--- src/rtl/tlb_data_demux_if.sv ---
// Sequence-entry, shared input stream and per-region output stream signals of the data demux.
interface tlb_data_demux_if #(
  parameter int N_REGIONS      = 4,
  parameter int N_REGIONS_BITS = 2,
  parameter int DATA_BITS      = 512,
  parameter int BLEN_BITS      = 22
);
  logic                      s_mux_valid;
  logic                      s_mux_ready;
  logic [N_REGIONS_BITS-1:0] s_mux_vfid;
  logic [BLEN_BITS-1:0]      s_mux_len;
  logic                      s_mux_ctl;

  logic                      s_axis_tvalid;
  logic                      s_axis_tready;
  logic [DATA_BITS-1:0]      s_axis_tdata;
  logic [DATA_BITS/8-1:0]    s_axis_tkeep;
  logic                      s_axis_tlast;

  logic [N_REGIONS-1:0]      m_axis_tvalid;
  logic [N_REGIONS-1:0]      m_axis_tready;
  logic [DATA_BITS-1:0]      m_axis_tdata;
  logic [DATA_BITS/8-1:0]    m_axis_tkeep;
  logic                      m_axis_tlast;

  modport master (
    output s_mux_valid, s_mux_vfid, s_mux_len, s_mux_ctl,
    output s_axis_tvalid, s_axis_tdata, s_axis_tkeep, s_axis_tlast,
    output m_axis_tready,
    input  s_mux_ready, s_axis_tready,
    input  m_axis_tvalid, m_axis_tdata, m_axis_tkeep, m_axis_tlast
  );

  modport slave (
    input  s_mux_valid, s_mux_vfid, s_mux_len, s_mux_ctl,
    input  s_axis_tvalid, s_axis_tdata, s_axis_tkeep, s_axis_tlast,
    input  m_axis_tready,
    output s_mux_ready, s_axis_tready,
    output m_axis_tvalid, m_axis_tdata, m_axis_tkeep, m_axis_tlast
  );
endinterface

--- src/rtl/tlb_data_demux.sv ---
// Routes len+1 beats of the shared stream to the region named by each sequence entry.
// Zero-latency datapath; region backpressure stalls only the shared input, next entry waits for the last beat.
module tlb_data_demux #(
  parameter int N_REGIONS      = 4,
  parameter int N_REGIONS_BITS = 2,
  parameter int DATA_BITS      = 512,
  parameter int BLEN_BITS      = 22
) (
  input  logic            aclk,
  input  logic            aresetn,
  tlb_data_demux_if.slave bus,
  output logic [31:0]     xfer_cnt,
  output logic            err_vfid
);
  typedef enum logic {IDLE, XFER} state_t;

  localparam logic [N_REGIONS_BITS:0] NREG = (N_REGIONS_BITS + 1)'(N_REGIONS);

  state_t                    state;
  state_t                    state_nxt;
  logic [N_REGIONS_BITS-1:0] vfid_reg;
  logic [BLEN_BITS-1:0]      len_reg;
  logic [BLEN_BITS-1:0]      cnt;
  logic                      ctl_reg;
  logic                      in_range;
  logic                      last_beat;
  logic                      region_rdy;
  logic                      hs;
  logic                      load;
  logic                      unused_tlast;

  // Transfer boundaries come only from the sequence entries.
  assign unused_tlast = bus.s_axis_tlast;

  assign in_range  = {1'b0, vfid_reg} < NREG;
  assign last_beat = (cnt == len_reg);

  assign bus.m_axis_tdata = bus.s_axis_tdata;
  assign bus.m_axis_tkeep = bus.s_axis_tkeep;

  always_comb begin
    region_rdy = 1'b0;
    for (int i = 0; i < N_REGIONS; i++) begin
      if (vfid_reg == N_REGIONS_BITS'(i)) region_rdy = bus.m_axis_tready[i];
    end
  end

  always_comb begin
    state_nxt         = state;
    bus.s_mux_ready   = 1'b0;
    bus.s_axis_tready = 1'b0;
    bus.m_axis_tvalid = '0;
    bus.m_axis_tlast  = 1'b0;
    hs                = 1'b0;
    load              = 1'b0;
    case (state)
      IDLE: begin
        bus.s_mux_ready = 1'b1;
        if (bus.s_mux_valid) begin
          load      = 1'b1;
          state_nxt = XFER;
        end
      end
      XFER: begin
        for (int i = 0; i < N_REGIONS; i++) begin
          bus.m_axis_tvalid[i] = bus.s_axis_tvalid && (vfid_reg == N_REGIONS_BITS'(i));
        end
        // Out-of-range destinations sink their beats so the sequence keeps moving.
        bus.s_axis_tready = in_range ? region_rdy : 1'b1;
        bus.m_axis_tlast  = last_beat && ctl_reg;
        hs                = bus.s_axis_tvalid && bus.s_axis_tready;
        if (hs && last_beat) begin
          bus.s_mux_ready = 1'b1;
          if (bus.s_mux_valid) load = 1'b1;
          else                 state_nxt = IDLE;
        end
      end
      default: state_nxt = IDLE;
    endcase
  end

  always_ff @(posedge aclk or negedge aresetn) begin
    if (!aresetn) begin
      state    <= IDLE;
      vfid_reg <= '0;
      len_reg  <= '0;
      ctl_reg  <= 1'b0;
      cnt      <= '0;
      xfer_cnt <= '0;
      err_vfid <= 1'b0;
    end else begin
      state <= state_nxt;
      if (load) begin
        vfid_reg <= bus.s_mux_vfid;
        len_reg  <= bus.s_mux_len;
        ctl_reg  <= bus.s_mux_ctl;
        cnt      <= '0;
        if ({1'b0, bus.s_mux_vfid} >= NREG) err_vfid <= 1'b1;
      end else if (hs && !last_beat) begin
        cnt <= cnt + BLEN_BITS'(1);
      end
      if (hs && last_beat) xfer_cnt <= xfer_cnt + 32'd1;
    end
  end
endmodule

--- src/flat_wrapper.sv ---
// flat-port wrapper written by rule: the top's interface ports become plain ports
module tlb_data_demux_flat 
#(
  parameter int N_REGIONS      = 4,
  parameter int N_REGIONS_BITS = 2,
  parameter int DATA_BITS      = 512,
  parameter int BLEN_BITS      = 22
)
  (aclk, aresetn, xfer_cnt, err_vfid, bus_s_mux_valid, bus_s_mux_vfid, bus_s_mux_len, bus_s_mux_ctl, bus_s_axis_tvalid, bus_s_axis_tdata, bus_s_axis_tkeep, bus_s_axis_tlast, bus_m_axis_tready, bus_s_mux_ready, bus_s_axis_tready, bus_m_axis_tvalid, bus_m_axis_tdata, bus_m_axis_tkeep, bus_m_axis_tlast);
  tlb_data_demux_if #(.N_REGIONS(N_REGIONS), .N_REGIONS_BITS(N_REGIONS_BITS), .DATA_BITS(DATA_BITS), .BLEN_BITS(BLEN_BITS)) bus_i ();
  input  logic aclk;
  input  logic aresetn;
  output logic [31:0] xfer_cnt;
  output logic err_vfid;
  input wire logic [$bits(bus_i.s_mux_valid)-1:0] bus_s_mux_valid;
  input wire logic [$bits(bus_i.s_mux_vfid)-1:0] bus_s_mux_vfid;
  input wire logic [$bits(bus_i.s_mux_len)-1:0] bus_s_mux_len;
  input wire logic [$bits(bus_i.s_mux_ctl)-1:0] bus_s_mux_ctl;
  input wire logic [$bits(bus_i.s_axis_tvalid)-1:0] bus_s_axis_tvalid;
  input wire logic [$bits(bus_i.s_axis_tdata)-1:0] bus_s_axis_tdata;
  input wire logic [$bits(bus_i.s_axis_tkeep)-1:0] bus_s_axis_tkeep;
  input wire logic [$bits(bus_i.s_axis_tlast)-1:0] bus_s_axis_tlast;
  input wire logic [$bits(bus_i.m_axis_tready)-1:0] bus_m_axis_tready;
  output wire logic [$bits(bus_i.s_mux_ready)-1:0] bus_s_mux_ready;
  output wire logic [$bits(bus_i.s_axis_tready)-1:0] bus_s_axis_tready;
  output wire logic [$bits(bus_i.m_axis_tvalid)-1:0] bus_m_axis_tvalid;
  output wire logic [$bits(bus_i.m_axis_tdata)-1:0] bus_m_axis_tdata;
  output wire logic [$bits(bus_i.m_axis_tkeep)-1:0] bus_m_axis_tkeep;
  output wire logic [$bits(bus_i.m_axis_tlast)-1:0] bus_m_axis_tlast;
  assign bus_i.s_mux_valid = bus_s_mux_valid;
  assign bus_i.s_mux_vfid = bus_s_mux_vfid;
  assign bus_i.s_mux_len = bus_s_mux_len;
  assign bus_i.s_mux_ctl = bus_s_mux_ctl;
  assign bus_i.s_axis_tvalid = bus_s_axis_tvalid;
  assign bus_i.s_axis_tdata = bus_s_axis_tdata;
  assign bus_i.s_axis_tkeep = bus_s_axis_tkeep;
  assign bus_i.s_axis_tlast = bus_s_axis_tlast;
  assign bus_i.m_axis_tready = bus_m_axis_tready;
  assign bus_s_mux_ready = bus_i.s_mux_ready;
  assign bus_s_axis_tready = bus_i.s_axis_tready;
  assign bus_m_axis_tvalid = bus_i.m_axis_tvalid;
  assign bus_m_axis_tdata = bus_i.m_axis_tdata;
  assign bus_m_axis_tkeep = bus_i.m_axis_tkeep;
  assign bus_m_axis_tlast = bus_i.m_axis_tlast;
  tlb_data_demux #(.N_REGIONS(N_REGIONS), .N_REGIONS_BITS(N_REGIONS_BITS), .DATA_BITS(DATA_BITS), .BLEN_BITS(BLEN_BITS)) u_core (.aclk(aclk), .aresetn(aresetn), .bus(bus_i), .xfer_cnt(xfer_cnt), .err_vfid(err_vfid));
endmodule
--- config.mk ---
export PLATFORM = sky130hd
export DESIGN_NAME = tlb_data_demux_flat
export DESIGN_NICKNAME = d
export VERILOG_FILES = /design/src/rtl/tlb_data_demux_if.sv /design/src/rtl/tlb_data_demux.sv /design/src/flat_wrapper.sv
export SDC_FILE = /design/constraint.sdc
export NUM_CORES = 1
export LEC_CHECK = 0
export BUFFER_PORTS_ARGS = -buffer_cell sky130_fd_sc_hd__buf_2
export CAP_MARGIN = 20
export CORE_AREA = 10 10 470 472
export CTS_CLUSTER_DIAMETER = 60
export DETAILED_ROUTE_END_ITERATION = 7
export DIE_AREA = 0 0 480 482
export SYNTH_ARGS = -nofsm -noshare
export SYNTH_HDL_FRONTEND = slang
export SYNTH_SLANG_ARGS = --single-unit
--- constraint.sdc ---
create_clock -name aclk -period 2.2 [get_ports aclk]
set_input_delay 0.33 -clock aclk [delete_from_list [all_inputs] [get_ports aclk]]
set_output_delay 0.33 -clock aclk [all_outputs]
set_load 0.05 [all_outputs]
==> qor.yml <==
synth:
  synth_compound_area_share_pct: 3.31
  yosysUniqueCellTypes: 46
  ys_seq_area_share_pct: 23.9
  muxShareOfSynthArea_pct: 3.85
  syn_area_per_cell_sq_um: 8.81
  yosysWarningCount: 1
  synth_xor_area_share_pct: 6.08
  synth-seq-cells: 80
  synth-edff-count: 0
  yosys.area_share.simple_pct: 9.08
  ys_async_sr_fraction_pct: 100
  ys.flop_type: "dfrtp_1"
  synth-adder-area-share_pct: 0.299
  syn_area_sq_um: 8360
  netlist_instances: 949
  syn-num-nets: 1561
  synth_top_family_by_area: "buffers and inverters"
placement:
  port_buffers: 71
  place.gp.congestion: 0.754
  place_inst: 3310
  place_hpwl_um: 140000
drt:
  drt_iter0_drc: 253
  drc: 0
  viasPerCell: 1.45
  ant_nets: 0
  drt-total-wl_um: 147000
  wl_per_cell_um: 43.4
  routed-via-count: 4912
  drtPass1Iterations: 4
final_layout:
  area_growth_pct: 20.4
  num-fill-cells: 24900
  final_cells: 3378
  final_nets: 1162
  largest_reg_flops: 32
  drive_gt1_share_pct: 55.5
sta:
  fmax_mhz: 394
  rsz0062_at_grt: "yes"
  period_share_pct: 115
  fin_crit_ps: 2540
  finalMaxSlewViolations: 0
  finalClockSkew_ps: 7.25
  hold_violations: 0
  setup_violations: 75
  worst_slack_ps: -337
floorplanning:
  die_w_um: 480
  core_area_sq_um: 211000
  die_y_um: 482
  fp-row-count: 169
  dieArea_sq_um: 231000
  start_util_pct: 3.96
  boundaryPins: 1226
clock_network:
  cts_tree: "done"
  cts_inserted_buffers: 9
  clock_latency_ps: 350
  cts.clk_slew.worst_paths_ps: 60
  cts_max_level: 3
  ctsLongestPathBuffers: 2
  clock-sinks: 80
  clockRootBuffer: "clkbuf_16"
run:
  maxCapViolations: 0
critical_path:
  slowest_stage: "dfrtp_1"
  crit_arrival_ps: 2210
  critPathMaxFanout: 2
  setup.worst_path.start_class: "register"
  path_common_cell: "buf_12"
  max_stage_delay_ps: 420
  crit_family: "simple AND/OR/NAND/NOR gates"
  critPathKind: "register to output port"
  cp_cell_sequence: "xor2_1 > nor4_2 > buf_4 > nand4_1 > nor3_4 > buf_12 > buf_12"
  worstSetupEndpointType: "output port"
  path_buf_inv: 3
  cp.required_ps: 1870
power_and_ir_drop:
  sw_frac_of_total_pct: 28.0
  power_density_nw_per_um2: 380
  p_comb_share_pct: 19.9
  pwr-share-seq_pct: 40.9
  ir_drop_v: 0.000572
  p_leak_nw: 3.57
  clockPowerShare_pct: 39.2
  p_int_mw: 2.75
  switching_power_mw: 1.07
  p_total_mw: 3.82
global_routing:
  grtUsageTotal_pct: 12.0
  overflow: 0
  first_global_vias: 5260
  grt_pass1_wl_um: 158000
  antenna_found_initial: 2
  grt_max_degree: 35
worst_hold_path:
  hold_path.class: "input port to register"
run_status:
  violations: "setup timing"
  status: "finished, violations left"
==> final timing paths <==
| kind | start | end | slack, ps | cells past startpoint |
|---|---|---|---|---|
| min reg2reg | u_core.xfer_cnt[31] | u_core.xfer_cnt[31] | 470 | 1 |
| max reg2reg | u_core.len_reg[3] | u_core.cnt[21] | -170 | 9 |
| min in group asynchronous | aresetn | u_core.vfid_reg[0] | 580 | 2 |
| max in group asynchronous | aresetn | u_core.len_reg[2] | 990 | 3 |
| max | u_core.cnt[17] | bus_m_axis_tlast | -340 | 7 |
| min | bus_s_mux_len[21] | u_core.len_reg[21] | 210 | 2 |
==> cell usage in the layout, fill, tap and decap left out, drive strengths merged, types with 9 or more instances in the layout <==
cell / instances
nand4: 12
nor2: 24
nor4: 10
nor3: 11
xnor2: 9
dfrtp: 80
clkbuf: 11
o21ai: 14
inv: 11
xor2: 49
buf: 176
nand3: 21
or3: 14
nand2: 23
mux2: 25
a21oi: 18
==> timing repair <==
item	CTS	global route
pin swaps	61	36
resized for setup	148	52
cloned	7	1
setup buffers	42	11
hold buffers	1	0
setup endpoints to repair	87	82
endpoints found under the hold margin	24	0
==> cells by family (layout without fill, tap and decap cells) <==
kind of cell,after synthesis,count (layout)
AOI/OAI and AO/OA,44,45
xor gates and xnor gates,58,58
adders and majority gates,2,2
buffers and inverters,601,205
DFF,80,80
muxes,29,29
other,1,3
and+or+nand+nor,134,135
==> layout make-up <==
cell class              instances  area, sq um  area share, %
diodes                          2         5.00         0.0497
clock buffers                  10          229           2.28
clock inverters                 6         61.3          0.609
inverters                      11         41.3          0.410
multi-input cells             270         2590           25.7
flip-flops and latches         80         2010           20.0
well taps                    2821         3530           35.1
repair buffers                178         1600           15.9
==> through the flow <==
step / TNS [ps] / utilization (%) / setup slack [ps] / hold WS (ps) / cell area (sq um)
final: -7500 / 4.76 / -337 / 207 / 10100
after global routing: -13460 / 4.76 / -487 / 205 / 10100
after CTS: -9550 / 4.67 / -342 / 198 / 9870
after global placement: -84570 / 3.98 / -1280 / 306 / 8400
after detailed placement: -62050 / 3.98 / -1010 / 299 / 8410
after floorplan: 0 / - / 6.33 / 34.4 / 8380
==> per-layer routing <==
| metal | GRT usage (%) | vias up | wire length (um) |
|---|---|---|---|
| li1 | - | 1671 | - |
| met1 | 2.32 | 1923 | 9870 |
| met2 | 19.4 | 1090 | 66600 |
| met3 | 25.1 | 216 | 65000 |
| met4 | 3.26 | 12 | 4410 |
| met5 | 2.37 | - | 810 |
==> power groups by stage <==
stage	combinational (mW)	clock (mW)	sequential, mW
floorplan	3.07	0	1.59
global placement	0.551	0	1.58
detailed placement	0.552	0	1.58
CTS	0.707	1.53	1.56
global route	0.821	1.59	1.57
finish	0.760	1.50	1.56
==> Yosys cell counts, drive strengths merged, types with 3 or more instances <==
cell	instances	area (sq um)
nor3	11	55.1
nor2	24	90.1
nand4	11	83.8
a211oi	3	22.5
a21oi	18	90.1
or3	14	87.6
buf	588	4420
and4	4	37.5
inv	11	41.3
nand3	21	110
xor2	49	429
nand2	23	86.3
dfrtp	80	2000
and3	4	25.0
mux2i	4	40.0
nor4	10	103
o21ai	14	70.1
xnor2	9	78.8
mux2	25	282
and2	5	31.3
No activity file was read; power rests on OpenSTA's default activity.
